[src/rtl/led_shift_pkg.sv]
// Shared types and default sizes for the LED bar sequencer.
package led_shift_pkg;

    // Default sizing for the 16-LED board variant.
    localparam int unsigned DEF_WIDTH       = 16;
    localparam int unsigned DEF_PRESCALE_W  = 8;
    localparam int unsigned DEF_READIN_BITS = 2;

    // Bar motion selected at start.
    typedef enum logic [1:0] {
        SHIFT_R = 2'd0,
        SHIFT_L = 2'd1,
        ROT_R   = 2'd2,
        ROT_L   = 2'd3
    } mode_t;

    // Sequencer control states.
    typedef enum logic [1:0] {
        IDLE = 2'd0,
        RUN  = 2'd1,
        DONE = 2'd2
    } state_t;

endpackage

[src/rtl/step_prescaler.sv]
// Step prescaler: one tick every div+1 enabled cycles. div is read live, so a
// count already past a lowered div wraps round before it matches again.
module step_prescaler
    import led_shift_pkg::*;
#(
    parameter int unsigned PRESCALE_W = DEF_PRESCALE_W
) (
    input  logic                  clk,
    input  logic                  rst,
    input  logic                  en,
    input  logic                  clr,
    input  logic [PRESCALE_W-1:0] div,
    output logic                  tick
);

    logic [PRESCALE_W-1:0] cnt_q;

    assign tick = en && (cnt_q == div);

    // Count enabled cycles; clr has priority over counting.
    always_ff @(posedge clk) begin
        if (rst) begin
            cnt_q <= '0;
        end else if (clr) begin
            cnt_q <= '0;
        end else if (en) begin
            if (cnt_q == div) begin
                cnt_q <= '0;
            end else begin
                cnt_q <= cnt_q + 1'b1;
            end
        end
    end

endmodule

[src/rtl/led_shift_bar.sv]
// LED bar sequencer: full bar shifted or rotated one place per prescaled step.
// Optional macro LEDSHIFT_AUTORELOAD_EN makes DONE transient: the bar reloads
// and runs again in the same mode the cycle after done.
module led_shift_bar
    import led_shift_pkg::*;
#(
    parameter int unsigned WIDTH       = DEF_WIDTH,
    parameter int unsigned PRESCALE_W  = DEF_PRESCALE_W,
    parameter int unsigned READIN_BITS = DEF_READIN_BITS
) (
    input  logic                  clk,
    input  logic                  rst,
    input  logic                  en,
    input  logic                  start,
    input  logic                  stop,
    input  logic [1:0]            mode,
    input  logic [PRESCALE_W-1:0] div,
    output logic [WIDTH-1:0]      led,
    output logic                  readin_en,
    output logic                  busy,
    output logic                  done
);

    state_t            state_q, state_d;
    mode_t             mode_q, mode_d;
    logic [WIDTH-1:0]  led_q, led_d;
    logic [WIDTH-1:0]  led_step;
    logic              done_q;
    logic              enter_done;
    logic              cnt_clr;
    logic              tick;
    logic              exit_lsb;

    step_prescaler #(
        .PRESCALE_W (PRESCALE_W)
    ) u_prescaler (
        .clk  (clk),
        .rst  (rst),
        .en   (en && (state_q == RUN)),
        .clr  (cnt_clr),
        .div  (div),
        .tick (tick)
    );

    // Bar value after one step in the latched mode.
    always_comb begin
        led_step = led_q;
        unique case (mode_q)
            SHIFT_R: led_step = led_q >> 1;
            SHIFT_L: led_step = led_q << 1;
            ROT_R:   led_step = {led_q[0], led_q[WIDTH-1:1]};
            ROT_L:   led_step = {led_q[WIDTH-2:0], led_q[WIDTH-1]};
            default: led_step = led_q;
        endcase
    end

    // Control FSM next state; start beats stop, and both beat a pending tick.
    always_comb begin
        state_d    = state_q;
        mode_d     = mode_q;
        led_d      = led_q;
        cnt_clr    = 1'b0;
        enter_done = 1'b0;
        if (start) begin
            state_d = RUN;
            mode_d  = mode_t'(mode);
            led_d   = '1;
            cnt_clr = 1'b1;
        end else if (stop) begin
            state_d = IDLE;
            cnt_clr = 1'b1;
        end else begin
            case (state_q)
                RUN: begin
                    if (tick) begin
                        led_d = led_step;
                        // Rotations never empty, so only shifts can finish.
                        if ((mode_q == SHIFT_R || mode_q == SHIFT_L) && led_step == '0) begin
                            state_d    = DONE;
                            cnt_clr    = 1'b1;
                            enter_done = 1'b1;
                        end
                    end
                end
                DONE: begin
`ifdef LEDSHIFT_AUTORELOAD_EN
                    state_d = RUN;
                    led_d   = '1;
                    cnt_clr = 1'b1;
`endif
                end
                default: ;
            endcase
        end
    end

    // State, mode latch, bar register and done pulse.
    always_ff @(posedge clk) begin
        if (rst) begin
            state_q <= IDLE;
            mode_q  <= SHIFT_R;
            led_q   <= '1;
            done_q  <= 1'b0;
        end else begin
            state_q <= state_d;
            mode_q  <= mode_d;
            led_q   <= led_d;
            done_q  <= enter_done;
        end
    end

    // Read window spans the LEDs about to leave the bar.
    always_comb begin
        exit_lsb = (mode_q == SHIFT_R) || (mode_q == ROT_R);
        if (exit_lsb) begin
            readin_en = &led_q[READIN_BITS-1:0];
        end else begin
            readin_en = &led_q[WIDTH-1 -: READIN_BITS];
        end
    end

    assign led  = led_q;
    assign busy = (state_q == RUN);
    assign done = done_q;

endmodule

[config.mk]
export PLATFORM = sky130hd
export DESIGN_NAME = led_shift_bar
export DESIGN_NICKNAME = d
export VERILOG_FILES = /design/src/rtl/led_shift_pkg.sv /design/src/rtl/step_prescaler.sv /design/src/rtl/led_shift_bar.sv
export SDC_FILE = /design/constraint.sdc
export NUM_CORES = 1
export LEC_CHECK = 0
export ABC_CLOCK_PERIOD_IN_PS = 4200
export CAP_MARGIN = 15
export CORE_ASPECT_RATIO = 0.75
export CORE_UTILIZATION = 43
export CTS_CLUSTER_SIZE = 40
export DETAILED_ROUTE_END_ITERATION = 7
export GPL_TIMING_DRIVEN = 0
export PLACE_DENSITY = 0.7
export SYNTH_ARGS = -nofsm -noshare
export SYNTH_HDL_FRONTEND = slang
export SYNTH_SLANG_ARGS = --single-unit
[constraint.sdc]
create_clock -name clk -period 4.2 [get_ports clk]
set_clock_uncertainty 0.15 [all_clocks]
set_input_delay 0.84 -clock clk [delete_from_list [all_inputs] [get_ports clk]]
set_output_delay 0.84 -clock clk [all_outputs]
set_load 0.02 [all_outputs]
==> out/metrics.cfg <==
[pwr]
power.density_nw_per_um2 = 290
p_leak_uw = 0.000629
peakVddDrop_mv = 0.195

[cts]
clock_path_buffers = 2
path_clk_slew_ns = 0.06
cts_resized = 0
root_buffer = clkbuf_8
cts_max_level = 2
cts_made_buffers = 5
clock-sinks = 29
cts_tree = yes
cts_hold_buf = 0
cts_setup_buffers = 0
clock_latency_ns = 0.28

[detailed_routing]
met1_length_mm = 1.82
ant_nets = 0
drc_errors = 1
vias = 1386
dr_wl_met2_mm = 1.57
drt-pass1-iter-count = 6
wire_per_inst_microns = 14.3
highest_layer = met4
drt-total-wl_mm = 3.61
viasPerCell = 5.48
first_iter_violations = 48
wl_met3_microns = 173

[placement]
dpl.hpwl_mm = 2.70
routabilityCongestion = 0.864
dpl-instance-area_sq_um = 1920
dp.cells = 245
post-place-ws_ns = 1.11
port_buffers = 33

[global_routing]
grt_pass1_vias = 1281
grt.overflow.total = 0
grt_max_degree = 11
grt_first_pass_wirelength_mm = 5.98
grt_usage_pct = 21.2
antenna_found_initial = 0

[finish]
diodes = 0
final_layout_size_suffix_gt1_share_pct = 7.04
design_area_sq_um = 2020
fin_nets = 228
area_growth_pct = 31.2
fin_cells = 253

[floorplan]
io_pins = 34
die_h_microns = 53.9
core_area_sq_um = 3360
row_count = 18
die_w_microns = 71.2
start_util_pct = 46.0
die-area_sq_um = 3830

[synth]
netlist_area_sq_um = 1540
ys_seq_elements = 29
seq_area_frac_synth_pct = 37.6
syn_area_per_cell_sq_um = 8.97
synthesis.nets = 188
yosys_warnings = 0
synth_cell_types = 33
synth_cells = 172

[timing]
report.final.setup_viol = 0
setup-tns-final_ns = 0
max_freq_mhz = 296
min_period_ns = 3.38
finalWorstSetupSlack_ns = 0.818
slew_headroom_pct = 53.8
holdWs_ns = 0.354
rsz0062_at_grt = false
hold_violations = 0
period_share_pct = 80.5
drv_slew = 0
worst_pin_slew_ns = 0.685

[min_path]
hold_path.class = register to register

[critical_path]
start_kind = register
endpoint_kind = output pin
worstPathArrival_ns = 2.39
worst-path-max-fanout = 10
required_ns = 3.21
critPathKind = register to output pin

[job]
maxCapViolCount = 0

[status]
status = complete, but fails checks
violations = design-rule violations

cells in the final DEF (no fill, tap or decap), types with 3 or more instances in the layout:
master / Yosys / routed
nand3_1: 3 / 3
nor2_1: 27 / 27
clkdlybuf4s50_1: 0 / 33
a211oi_1: 14 / 14
nor4_1: 6 / 6
nor3_1: 4 / 4
nand2_1: 6 / 6
clkbuf_1: 7 / 7
dfxtp_1: 29 / 29
xnor2_1: 12 / 12
clkbuf_8: 0 / 7
nor2b_1: 18 / 18
mux2i_1: 19 / 19
nand4_1: 4 / 4
xor2_1: 3 / 3
cell type report:
type / instances / area (sq um)
Buffer: 11 / 57.6
Inverter: 1 / 3.75
Clock buffer: 7 / 96.3
Fill cell: 295 / 1330
Sequential cell: 29 / 581
Multi-Input combinational cell: 131 / 901
Timing Repair Buffer: 33 / 330
Tap cell: 40 / 50.0
Clock inverter: 1 / 5.00
worst paths after layout:
kind,startpoint,to,slack [ns],cells after the start
setup / recovery,mode_q[0],readin_en,0.82,5
hold / removal,state_q[1],state_q[1],0.35,1
setup reg to reg,u_prescaler.cnt_q[0],led[4],2.21,6
hold reg to reg,state_q[1],state_q[1],0.35,1
stage by stage:
step                      power [uW]  util, %
final                            587     60.3
after CTS                        593     60.3
after floorplan                  316        -
after global routing             614     60.3
after global placement           340     57.3
after detailed placement         341     57.3
routing by layer:
metal	up-vias	GRT usage (%)
met3	6	5.43
met5	-	0
met4	0	9.00
li1	686	-
met2	35	32.2
met1	659	28.7
flip-flops by register name (all words and copies together), names as in the netlist:
name and cells:
led 16, mode_q 2, done 1, state_q 2, u_prescaler.cnt_q 8
logic make-up (layout without fill, tap and decap cells):
logic type | after synthesis | count (layout) | share of synthesized area, %
simple gates | 75 | 75 | 25.9
xor+xnor | 15 | 15 | 8.52
buf+inv | 12 | 53 | 3.97
fa+ha+maj | 1 | 1 | 0.811
compound gates | 21 | 21 | 10.9
flops | 29 | 29 | 37.6
mux | 19 | 19 | 12.3
cells in the mapped netlist:
| master | n | share of area, % |
|---|---|---|
| nand4_1 | 4 | 1.6 |
| o21ai_0 | 1 | 0.32 |
| o22ai_1 | 1 | 0.41 |
| mux2i_1 | 19 | 12 |
| nor2b_1 | 18 | 7.3 |
| o21a_1 | 1 | 0.49 |
| buf_1 | 1 | 0.24 |
| nand2_1 | 6 | 1.5 |
| or3b_2 | 1 | 0.57 |
| a311oi_1 | 1 | 0.57 |
| nand4_2 | 1 | 0.81 |
| or2_1 | 1 | 0.41 |
| nand3b_1 | 1 | 0.49 |
| a32o_1 | 1 | 0.65 |
| ha_1 | 1 | 0.81 |
| and3b_1 | 1 | 0.57 |
| inv_1 | 1 | 0.24 |
| nand3_1 | 3 | 0.97 |
| buf_8 | 1 | 0.97 |
| buf_2 | 1 | 0.32 |
| nor4b_2 | 1 | 0.97 |
| o41ai_2 | 1 | 1.1 |
| clkbuf_1 | 7 | 1.7 |
| a221oi_1 | 1 | 0.57 |
| a211oi_1 | 14 | 6.8 |
| nor4_1 | 6 | 2.4 |
| nor2_1 | 27 | 6.6 |
| and3_1 | 1 | 0.41 |
| dfxtp_1 | 29 | 38 |
| xor2_1 | 3 | 1.7 |
| buf_4 | 1 | 0.49 |
| nor3_1 | 4 | 1.3 |
| xnor2_1 | 12 | 6.8 |
worst max-delay path, stage by stage (launching register included):
cell	delay [ns]
dfxtp_1	0.30
clkbuf_1	0.28
buf_2	0.28
buf_1	0.41
a32o_1	0.23
clkdlybuf4s50_1	0.60
power breakdown:
part | internal (uW) | switching, uW
clock network | 148 | 103
registers | 277 | 1.66
logic | 27.1 | 30.0
Power figures use the tool's default switching activity.
